### src/rtl/pipeline_stall_controller_pkg.sv
`default_nettype none
// ============================================================================
// Module      : pipeline_stall_controller_pkg
// Description : Shared definitions for the pipeline stall controller: FSM
//               state encodings, bit positions of the hold/reset control
//               vector and the canned control patterns built from them.
// Revision    : 1.0 - initial release
// ============================================================================
package pipeline_stall_controller_pkg;

  typedef enum logic [1:0] {
    ST_RUN         = 2'b00,
    ST_DMEM_WAIT   = 2'b01,
    ST_MULDIV_WAIT = 2'b10
  } state_e;

  // Bit positions inside the pipeline control vector
  localparam int IDX_PC_HOLD       = 0;
  localparam int IDX_IF_ID_RESET   = 1;
  localparam int IDX_IF_ID_HOLD    = 2;
  localparam int IDX_ID_EX_RESET   = 3;
  localparam int IDX_ID_EX_HOLD    = 4;
  localparam int IDX_EX_MEM_RESET  = 5;
  localparam int IDX_EX_MEM_HOLD   = 6;
  localparam int IDX_MEM_WB_RESET  = 7;
  localparam int CTL_W             = 8;

  typedef logic [CTL_W-1:0] ctl_t;

  function automatic ctl_t ctl_bit(input int idx);
    ctl_t v;
    v      = '0;
    v[idx] = 1'b1;
    return v;
  endfunction

  // Data-memory wait: freeze everything up to EX/MEM, bubble into MEM/WB
  localparam ctl_t C_VEC_DMEM   = ctl_bit(IDX_PC_HOLD)    | ctl_bit(IDX_IF_ID_HOLD) |
                                  ctl_bit(IDX_ID_EX_HOLD) | ctl_bit(IDX_EX_MEM_HOLD) |
                                  ctl_bit(IDX_MEM_WB_RESET);
  // Mul/div in flight: freeze front end, bubble into EX/MEM
  localparam ctl_t C_VEC_MULDIV = ctl_bit(IDX_PC_HOLD)    | ctl_bit(IDX_IF_ID_HOLD) |
                                  ctl_bit(IDX_ID_EX_HOLD) | ctl_bit(IDX_EX_MEM_RESET);
  // Taken branch/jump: squash the two younger instructions, PC redirects
  localparam ctl_t C_VEC_BJ     = ctl_bit(IDX_IF_ID_RESET) | ctl_bit(IDX_ID_EX_RESET);
  // Load-use: hold fetch/decode one cycle, bubble into EX
  localparam ctl_t C_VEC_LU     = ctl_bit(IDX_PC_HOLD) | ctl_bit(IDX_IF_ID_HOLD) |
                                  ctl_bit(IDX_ID_EX_RESET);
  // Fetch not complete: hold PC, bubble into decode
  localparam ctl_t C_VEC_IMEM   = ctl_bit(IDX_PC_HOLD) | ctl_bit(IDX_IF_ID_RESET);

endpackage
`default_nettype wire

### src/rtl/pipeline_stall_controller_watchdog.sv
`default_nettype none
// ============================================================================
// Module      : stall_watchdog
// Description : Counts consecutive stalled cycles; raises a sticky flag once
//               the count reaches STALL_LIMIT. Flag clears only on reset.
// Ports       : i_clk      - clock, rising edge
//               i_rst      - asynchronous active-high reset
//               i_stalled  - controller is outside RUN this cycle
//               o_timeout  - sticky timeout flag
// Revision    : 1.0 - initial release
// ============================================================================
module stall_watchdog #(
  parameter int STALL_LIMIT = 1024
) (
  input  logic i_clk,
  input  logic i_rst,
  input  logic i_stalled,
  output logic o_timeout
);

  localparam int               CW      = $clog2(STALL_LIMIT + 1);
  localparam logic [CW-1:0]    C_LIMIT = CW'(STALL_LIMIT);

  logic [CW-1:0] r_cnt;
  logic          r_timeout;

  always_ff @(posedge i_clk or posedge i_rst) begin
    if (i_rst) begin
      r_cnt     <= '0;
      r_timeout <= 1'b0;
    end else begin
      if (!i_stalled) begin
        r_cnt <= '0;
      end else if (r_cnt != C_LIMIT) begin
        r_cnt <= r_cnt + 1'b1;
      end
      // Flag sets on the edge that brings the count to the limit
      if (i_stalled && (r_cnt == C_LIMIT - 1'b1)) begin
        r_timeout <= 1'b1;
      end
    end
  end

  assign o_timeout = r_timeout;

endmodule
`default_nettype wire

### src/rtl/pipeline_stall_controller.sv
`default_nettype none
// ============================================================================
// Module      : pipeline_stall_controller
// Description : Cycle-level sequencer for the 5-stage pipeline. Arbitrates
//               DMEM wait > mul/div > branch flush > load-use > IMEM wait,
//               produces PC / pipeline-register hold and bubble controls,
//               starts the iterative mul/div unit, counts PC_HOLD cycles and
//               watches for runaway stalls.
// Ports       : CLK, RESET        - clock / async active-high reset
//               BJ_SIG            - branch/jump taken in EX
//               LU_HAZ_SIG        - load-use hazard in ID
//               IMEM_BUSY         - fetch incomplete
//               DMEM_BUSY         - data access incomplete
//               MULDIV_REQ/DONE   - mul/div request level / done pulse
//               MULDIV_START      - start pulse to the mul/div unit
//               PC_HOLD, PR_*     - pipeline hold / bubble controls
//               STALL_TIMEOUT     - sticky watchdog flag
//               STALL_CYCLES      - saturating PC_HOLD cycle count
// Revision    : 1.0 - initial release
// ============================================================================
module pipeline_stall_controller
  import pipeline_stall_controller_pkg::*;
#(
  parameter int STALL_LIMIT     = 1024,
  parameter int STALL_CNT_WIDTH = 32
) (
  input  logic                       CLK,
  input  logic                       RESET,
  input  logic                       BJ_SIG,
  input  logic                       LU_HAZ_SIG,
  input  logic                       IMEM_BUSY,
  input  logic                       DMEM_BUSY,
  input  logic                       MULDIV_REQ,
  input  logic                       MULDIV_DONE,
  output logic                       MULDIV_START,
  output logic                       PC_HOLD,
  output logic                       PR_IF_ID_RESET,
  output logic                       PR_IF_ID_HOLD,
  output logic                       PR_ID_EX_RESET,
  output logic                       PR_ID_EX_HOLD,
  output logic                       PR_EX_MEM_RESET,
  output logic                       PR_EX_MEM_HOLD,
  output logic                       PR_MEM_WB_RESET,
  output logic                       STALL_TIMEOUT,
  output logic [STALL_CNT_WIDTH-1:0] STALL_CYCLES
);

  state_e                     r_state;
  state_e                     w_next;
  logic                       r_done_latch;
  logic                       w_md_complete;
  ctl_t                       w_ctl;
  logic                       w_start;
  logic [STALL_CNT_WIDTH-1:0] r_stall_cycles;

  // Mul/div finishes once its result can actually move into EX/MEM, i.e.
  // a done pulse (now or remembered from a DMEM wait) with memory free.
  assign w_md_complete = (r_state == ST_MULDIV_WAIT) && !DMEM_BUSY &&
                         (MULDIV_DONE || r_done_latch);

  // ---------------------------------------------------------------- state reg
  always_ff @(posedge CLK or posedge RESET) begin
    if (RESET) begin
      r_state <= ST_RUN;
    end else begin
      r_state <= w_next;
    end
  end

  // --------------------------------------------------------------- next state
  always_comb begin
    w_next = r_state;
    case (r_state)
      ST_RUN, ST_DMEM_WAIT: begin
        if (DMEM_BUSY) begin
          w_next = ST_DMEM_WAIT;
        end else if (MULDIV_REQ) begin
          w_next = ST_MULDIV_WAIT;
        end else begin
          w_next = ST_RUN;
        end
      end
      ST_MULDIV_WAIT: begin
        if (w_md_complete) begin
          w_next = ST_RUN;
        end
      end
      default: w_next = ST_RUN;
    endcase
  end

  // ------------------------------------------------------------------ outputs
  always_comb begin
    w_ctl   = '0;
    w_start = 1'b0;
    if (RESET) begin
      w_ctl   = '0;
    end else if (DMEM_BUSY) begin
      w_ctl   = C_VEC_DMEM;
    end else if (r_state == ST_MULDIV_WAIT) begin
      // Completion cycle leaves everything released so EX/MEM captures the result
      if (!w_md_complete) begin
        w_ctl = C_VEC_MULDIV;
      end
    end else if (MULDIV_REQ) begin
      w_ctl   = C_VEC_MULDIV;
      w_start = 1'b1;
    end else if (BJ_SIG) begin
      w_ctl   = C_VEC_BJ;
    end else if (LU_HAZ_SIG) begin
      w_ctl   = C_VEC_LU;
    end else if (IMEM_BUSY) begin
      w_ctl   = C_VEC_IMEM;
    end
  end

  // Remembers a done pulse that arrived while a memory wait blocked EX/MEM
  always_ff @(posedge CLK or posedge RESET) begin
    if (RESET) begin
      r_done_latch <= 1'b0;
    end else if (w_md_complete) begin
      r_done_latch <= 1'b0;
    end else if ((r_state == ST_MULDIV_WAIT) && MULDIV_DONE && DMEM_BUSY) begin
      r_done_latch <= 1'b1;
    end
  end

  // Saturating PC_HOLD cycle counter
  always_ff @(posedge CLK or posedge RESET) begin
    if (RESET) begin
      r_stall_cycles <= '0;
    end else if (w_ctl[IDX_PC_HOLD] && (r_stall_cycles != '1)) begin
      r_stall_cycles <= r_stall_cycles + 1'b1;
    end
  end

  stall_watchdog #(
    .STALL_LIMIT (STALL_LIMIT)
  ) u_watchdog (
    .i_clk     (CLK),
    .i_rst     (RESET),
    .i_stalled (r_state != ST_RUN),
    .o_timeout (STALL_TIMEOUT)
  );

  assign MULDIV_START    = w_start;
  assign PC_HOLD         = w_ctl[IDX_PC_HOLD];
  assign PR_IF_ID_RESET  = w_ctl[IDX_IF_ID_RESET];
  assign PR_IF_ID_HOLD   = w_ctl[IDX_IF_ID_HOLD];
  assign PR_ID_EX_RESET  = w_ctl[IDX_ID_EX_RESET];
  assign PR_ID_EX_HOLD   = w_ctl[IDX_ID_EX_HOLD];
  assign PR_EX_MEM_RESET = w_ctl[IDX_EX_MEM_RESET];
  assign PR_EX_MEM_HOLD  = w_ctl[IDX_EX_MEM_HOLD];
  assign PR_MEM_WB_RESET = w_ctl[IDX_MEM_WB_RESET];
  assign STALL_CYCLES    = r_stall_cycles;

endmodule
`default_nettype wire

### config.mk
export PLATFORM = sky130hd
export DESIGN_NAME = pipeline_stall_controller
export DESIGN_NICKNAME = d
export VERILOG_FILES = /design/src/rtl/pipeline_stall_controller_pkg.sv /design/src/rtl/pipeline_stall_controller_watchdog.sv /design/src/rtl/pipeline_stall_controller.sv
export SDC_FILE = /design/constraint.sdc
export NUM_CORES = 1
export LEC_CHECK = 0
export ABC_AREA = 0
export CORE_ASPECT_RATIO = 0.7
export CORE_MARGIN = 2
export CORE_UTILIZATION = 25
export CTS_BUF_LIST = sky130_fd_sc_hd__clkbuf_4
export DETAILED_ROUTE_END_ITERATION = 10
export PLACE_DENSITY = 0.52
export REMOVE_ABC_BUFFERS = 1
export SYNTH_ARGS = -nofsm -noshare
export SYNTH_HDL_FRONTEND = slang
export SYNTH_SLANG_ARGS = --single-unit
### constraint.sdc
create_clock -name CLK -period 2.4 [get_ports CLK]
set_clock_uncertainty 0.2 [all_clocks]
set_input_delay 0.36 -clock CLK [delete_from_list [all_inputs] [get_ports CLK]]
set_output_delay 0.36 -clock CLK [all_outputs]
set_load 0.01 [all_outputs]
[Word level (Yosys, flattened, before mapping)]
Index checks and enable logic that the tools add are counted.
Storage, ports and cells
  flip-flop bits (word level): 47
  bits in latches: 0
  RAM bits: 0
  bits in read-only memories: 0
  bits of input ports: 8
  output and inout port bits: 42
  logic and storage cells: 46
  memories kept: 0
Cells by class
  $add $sub $neg: 2
  multipliers: 0
  div/mod/pow operators: 0
  order comparisons: 0
  equality and inequality tests: 7
  shift-type cells: 0
  muxes and demuxes: 20
  bitwise gates (word level): 0
  reductions and logical operators: 12
Operator list (number)
  adder 32 x 1 -> 32 bit (second input constant): 1
  != test 32 bit (second input constant): 1
  2-to-1 mux 8 bit: 3
  2-to-1 mux 11 bit: 2
  2-to-1 mux 6 bit: 2
  adder 11 x 1 -> 11 bit (second input constant): 1
  == test 11 x 10 -> 1 bit (second input constant): 1
  != test 11 bit (second input constant): 1
  2-to-1 mux 2 bit: 4
  2-to-1 mux 4 bit: 2
  logical AND 1 bit: 6
  2-to-1 mux 1 bit: 6
  != test 2 bit (second input constant): 2
  case mux 2 bit (2 select lines): 1
  nonzero test 2 bit: 2
  == test 2 x 1 -> 1 bit (second input constant): 1
  == test 2 bit (second input constant): 1
  zero test 2 bit: 1
  OR reduction 2 bit: 1
  zero test 1 bit: 1
  logical OR 1 bit: 1

[Depth between registers and ports, before layout]
  depth in word-level cells: 8
  mapped depth: 7
  mapped depth without buffers: 6

[Cells and area by module]
From an unflattened synthesis, not the netlist that was laid out.
Unflattened totals
  cells, all modules: 250
  area total of the unflattened synthesis: 2493.6 um2
By module, submodules not included
  pipeline_stall_controller: instances 1, cells each 184, area each 1854.3 um2, seq. area each 875.8 um2
  stall_watchdog: instances 1, cells each 66, area each 639.4 um2, seq. area each 300.3 um2

[Worst setup path after synthesis]
OpenSTA, ideal clock, no wires.
  path type: input port to flip-flop
  start point: in RESET
  end point: reg r_stall_cycles[20] (netlist: STALL_CYCLES[20])
  setup time: 0.128 ns
  data arrival time: 2.420 ns
  data required time: 2.072 ns
  slack: -0.347 ns
  stages on the path: 7
  path buffers: 2
  cell sequence: clkbuf_1 -> inv_1 -> nand2_1 -> a21oi_1 -> buf_2 -> nand4_1 -> xnor2_1
Between the ends
  longest elaborated chain between the ends: 2
RTL lines
  from (decl): RTL line pipeline_stall_controller.sv:28  | input logic RESET,
  2-to-1 mux 8 bit: RTL line pipeline_stall_controller.sv:96  | if (RESET) begin
  logical AND 1 bit: RTL line pipeline_stall_controller.sv:132  | end else if (w_ctl[IDX_PC_HOLD] && (r_stall_cycles != '1)) begin
  to (signal assigned): RTL line pipeline_stall_controller.sv:133  | r_stall_cycles <= r_stall_cycles + 1'b1;
  to (decl): RTL line pipeline_stall_controller.sv:54  | logic [STALL_CNT_WIDTH-1:0] r_stall_cycles;
No other way between the ends.
A chain may end at the register's enable or synchronous reset.

[Final worst setup path]
  start point: reg r_state[0]
  end point: out PC_HOLD
Between the ends
  longest elaborated chain between the ends: 7
RTL lines
  from (decl): RTL line pipeline_stall_controller.sv:48  | state_e r_state;
  from (signal assigned): RTL line pipeline_stall_controller.sv:66  | r_state <= w_next;
  == test 2 bit *: RTL line pipeline_stall_controller.sv:58, pipeline_stall_controller.sv:100
  logical AND 1 bit (2 in a row): RTL line pipeline_stall_controller.sv:58  | assign w_md_complete = (r_state == ST_MULDIV_WAIT) && !DMEM_BUSY &&
  2-to-1 mux 6 bit: RTL line pipeline_stall_controller.sv:102  | if (!w_md_complete) begin
  2-to-1 mux 8 bit *: RTL line pipeline_stall_controller.sv:100  | end else if (r_state == ST_MULDIV_WAIT) begin
  2-to-1 mux 8 bit *: RTL line pipeline_stall_controller.sv:98  | end else if (DMEM_BUSY) begin
  2-to-1 mux 8 bit *: RTL line pipeline_stall_controller.sv:96
  to (decl): RTL line pipeline_stall_controller.sv:36  | output logic PC_HOLD,
Every way passes the cells marked *; elsewhere a longest branch is shown, timed or not.

==> flow_summary.json <==
{
  "outcome": "finished, final reports clean",
  "drv_cap": 0,
  "yosysSeqAreaShare": 0.465,
  "cp_max_fo": 2,
  "crit_required_ps": 1840,
  "place_area_um2": 3420,
  "synth_cells": 253,
  "ant_nets": 0,
  "relSlewSlack": 0.588,
  "io_pins": 50,
  "cts.path.max_buffers": 2,
  "power_density_nw_per_um2": 536,
  "die_h_um": 88.1,
  "cts_num_sinks": 47,
  "drc": 0,
  "drive_gt1_frac": 0.244,
  "synthArstFlopShare": 1.00,
  "critPathCaptureType": "primary output",
  "track_usage": 0.122,
  "grt_setup_unrepaired": "true",
  "antennaDiodeCount": 0,
  "cts_buffers": 5,
  "ir_drop_uv": 479,
  "yosys_warnings": 0,
  "clk_pin_slew_ps": 140,
  "dieArea_um2": 10900,
  "grt_pass1_wl_mm": 10.9,
  "cp.arrival_ps": 1820,
  "fin_crit_sh": 0.992,
  "grt_pass1_vias": 2146,
  "hold_path.class": "flip-flop to flip-flop",
  "drtIter0Drc": 135,
  "setup_violations": 0,
  "coreArea_um2": 9760,
  "fin_util": 0.366,
  "synth_edf_count": 0,
  "place_congestion": 0.785,
  "pre_cts_slack_ps": -250,
  "antenna_found_initial": 0,
  "tightest_slew_ps": 618,
  "cts_tree": "yes",
  "start_util": 0.259,
  "cts-root-buf": "clkbuf_4",
  "syn_to_final_growth_pct": 41.3,
  "grt_max_degree": 48,
  "ctsHoldBuffers": 0,
  "startpoint_type": "flip-flop",
  "min_period_ps": 2380,
  "ys_ff_latch": 47,
  "total_power_mw": 1.92,
  "regToRegSetupSlack_ps": 120,
  "final_max_slew_viol_count": 0,
  "hold_ws_ps": 288,
  "dp_hpwl_mm": 4.87,
  "hold_violations": 0,
  "wl_per_cell_um": 14.0,
  "synth.distinct_cells": 43,
  "io_buffers": 49,
  "wirelength_mm": 6.66,
  "syn_avg_cell_area_um2": 9.99,
  "rows": 30,
  "grt_overflow_total": 0,
  "syn-cell-area_um2": 2530,
  "dr.pass1.iters": 4,
  "viasPerCell": 4.60,
  "postLayoutCellArea_um2": 3570,
  "fmax_ghz": 0.420,
  "layout_setup_ws_ps": 18.7,
  "critPathKind": "flip-flop to primary output",
  "layout.nets": 358,
  "p_leak_nw": 1.52,
  "die_x_um": 124,
  "fillers": 1025,
  "ys.flop_type": "dfrtp_1",
  "cts_max_level": 2,
  "clk_latency_ps": 370,
  "via_count": 2189
}
==> routing by layer <==
metal,global-route usage,vias up,part of all wire
li1,-,1084,-
met2,0.181,42,0.41
met4,0.0337,0,0.0092
met1,0.178,1058,0.53
met5,0,-,0
met3,0.0299,5,0.043
==> Yosys cell counts (4+ instances only) <==
cell	instances	area share
and3_1	9	0.022
nor2b_1	4	0.0099
nand2_1	22	0.033
nand4_1	17	0.042
nor2_1	25	0.037
nand3_1	13	0.026
and2_1	4	0.0099
xor2_1	7	0.024
inv_1	8	0.012
or3_1	4	0.0099
a21oi_1	11	0.022
nor3_1	5	0.0099
xnor2_1	27	0.094
dfrtp_1	47	0.47
==> flip-flops by register name, indices dropped and copies added, names as in the netlist <==
| register | flops |
|---|---|
| STALL_CYCLES | 32 |
| r_done_latch | 1 |
| r_state | 2 |
| u_watchdog.o_timeout | 1 |
| u_watchdog.r_cnt | 11 |
==> cells by family after synthesis <==
| logic type | after synthesis | share of synthesized area |
|---|---|---|
| muxes | 3 | 0.0134 |
| AOI/OAI and AO/OA | 21 | 0.0628 |
| and+or+nand+nor | 128 | 0.292 |
| DFF | 47 | 0.465 |
| buffers and inverters | 17 | 0.0341 |
| xor gates and xnor gates | 34 | 0.118 |
| adders and majority gates | 3 | 0.0148 |
==> final cells by class <==
cell class / count / area (um2) / share of cell area
Tap cell: 128 / 160 / 0.0448
Multi-Input combinational cell: 189 / 1310 / 0.366
Sequential cell: 47 / 1180 / 0.330
Inverter: 8 / 30.0 / 0.00841
Timing Repair Buffer: 96 / 841 / 0.235
Clock inverter: 2 / 12.5 / 0.00350
Clock buffer: 6 / 45.0 / 0.0126
==> stage by stage <==
stage                     setup TNS [ps]  instances
after floorplan                    -3490        244
after global placement             -2930        459
after detailed placement           -2250        459
after CTS                         -0.989        471
after global routing                -121        476
final                                  0        476
==> what timing repair did <==
| action | CTS | global route |
|---|---|---|
| pin swaps | 0 | 1 |
| cloned | 0 | 0 |
| buffers inserted | 4 | 5 |
| setup endpoints to repair | 8 | 22 |
| gates resized for setup | 16 | 11 |
==> critical path, stage by stage, from the launching register on <==
cell and delay, ps:
dfrtp_1 380, buf_4 120, buf_4 100, nor2b_1 40, or3_4 380, a21oi_2 190, clkdlybuf4s15_2 260
==> final timing paths <==
kind,startpoint,end,cells after the start
max in group asynchronous,RESET,STALL_CYCLES[19],4
max,r_state[0],PC_HOLD,6
max reg2reg,r_state[0],STALL_CYCLES[7],9
min in group asynchronous,RESET,STALL_CYCLES[24],4
min,u_watchdog.o_timeout,u_watchdog.o_timeout,2
min reg2reg,u_watchdog.o_timeout,u_watchdog.o_timeout,2
==> where the power goes <==
group / internal [mW] / leakage (nW) / total (mW) / switching [mW]
combinational: 0.297 / 0.857 / 0.557 / 0.260
sequential: 0.872 / 0.633 / 0.966 / 0.0939
clock: 0.125 / 0.0317 / 0.393 / 0.268
==> placed cells by master (no fill, tap or decap), types with 2 or more instances in the layout <==
| cell type | synthesis | final |
|---|---|---|
| nor2b_1 | 4 | 3 |
| or3_1 | 4 | 3 |
| mux2_2 | 3 | 3 |
| a21oi_1 | 11 | 10 |
| or4_4 | 2 | 2 |
| and3_1 | 9 | 9 |
| and3_2 | 2 | 2 |
| and2_1 | 4 | 4 |
| nand3_1 | 13 | 13 |
| nand4_2 | 2 | 2 |
| nor2_1 | 25 | 24 |
| nor3_1 | 5 | 4 |
| clkbuf_4 | 0 | 6 |
| xnor2_1 | 27 | 27 |
| nor4_1 | 3 | 2 |
| clkbuf_2 | 0 | 2 |
| a211oi_2 | 2 | 2 |
| xor2_1 | 7 | 7 |
| o21ai_0 | 2 | 2 |
| nand4b_1 | 3 | 3 |
| ha_1 | 3 | 3 |
| and4_1 | 3 | 3 |
| inv_1 | 8 | 7 |
| dfrtp_1 | 47 | 46 |
| nand2_1 | 22 | 22 |
| clkdlybuf4s50_1 | 0 | 41 |
| buf_4 | 1 | 46 |
| dlygate4sd2_1 | 0 | 3 |
| nand4_1 | 17 | 17 |
Power figures use the tool's default switching activity.
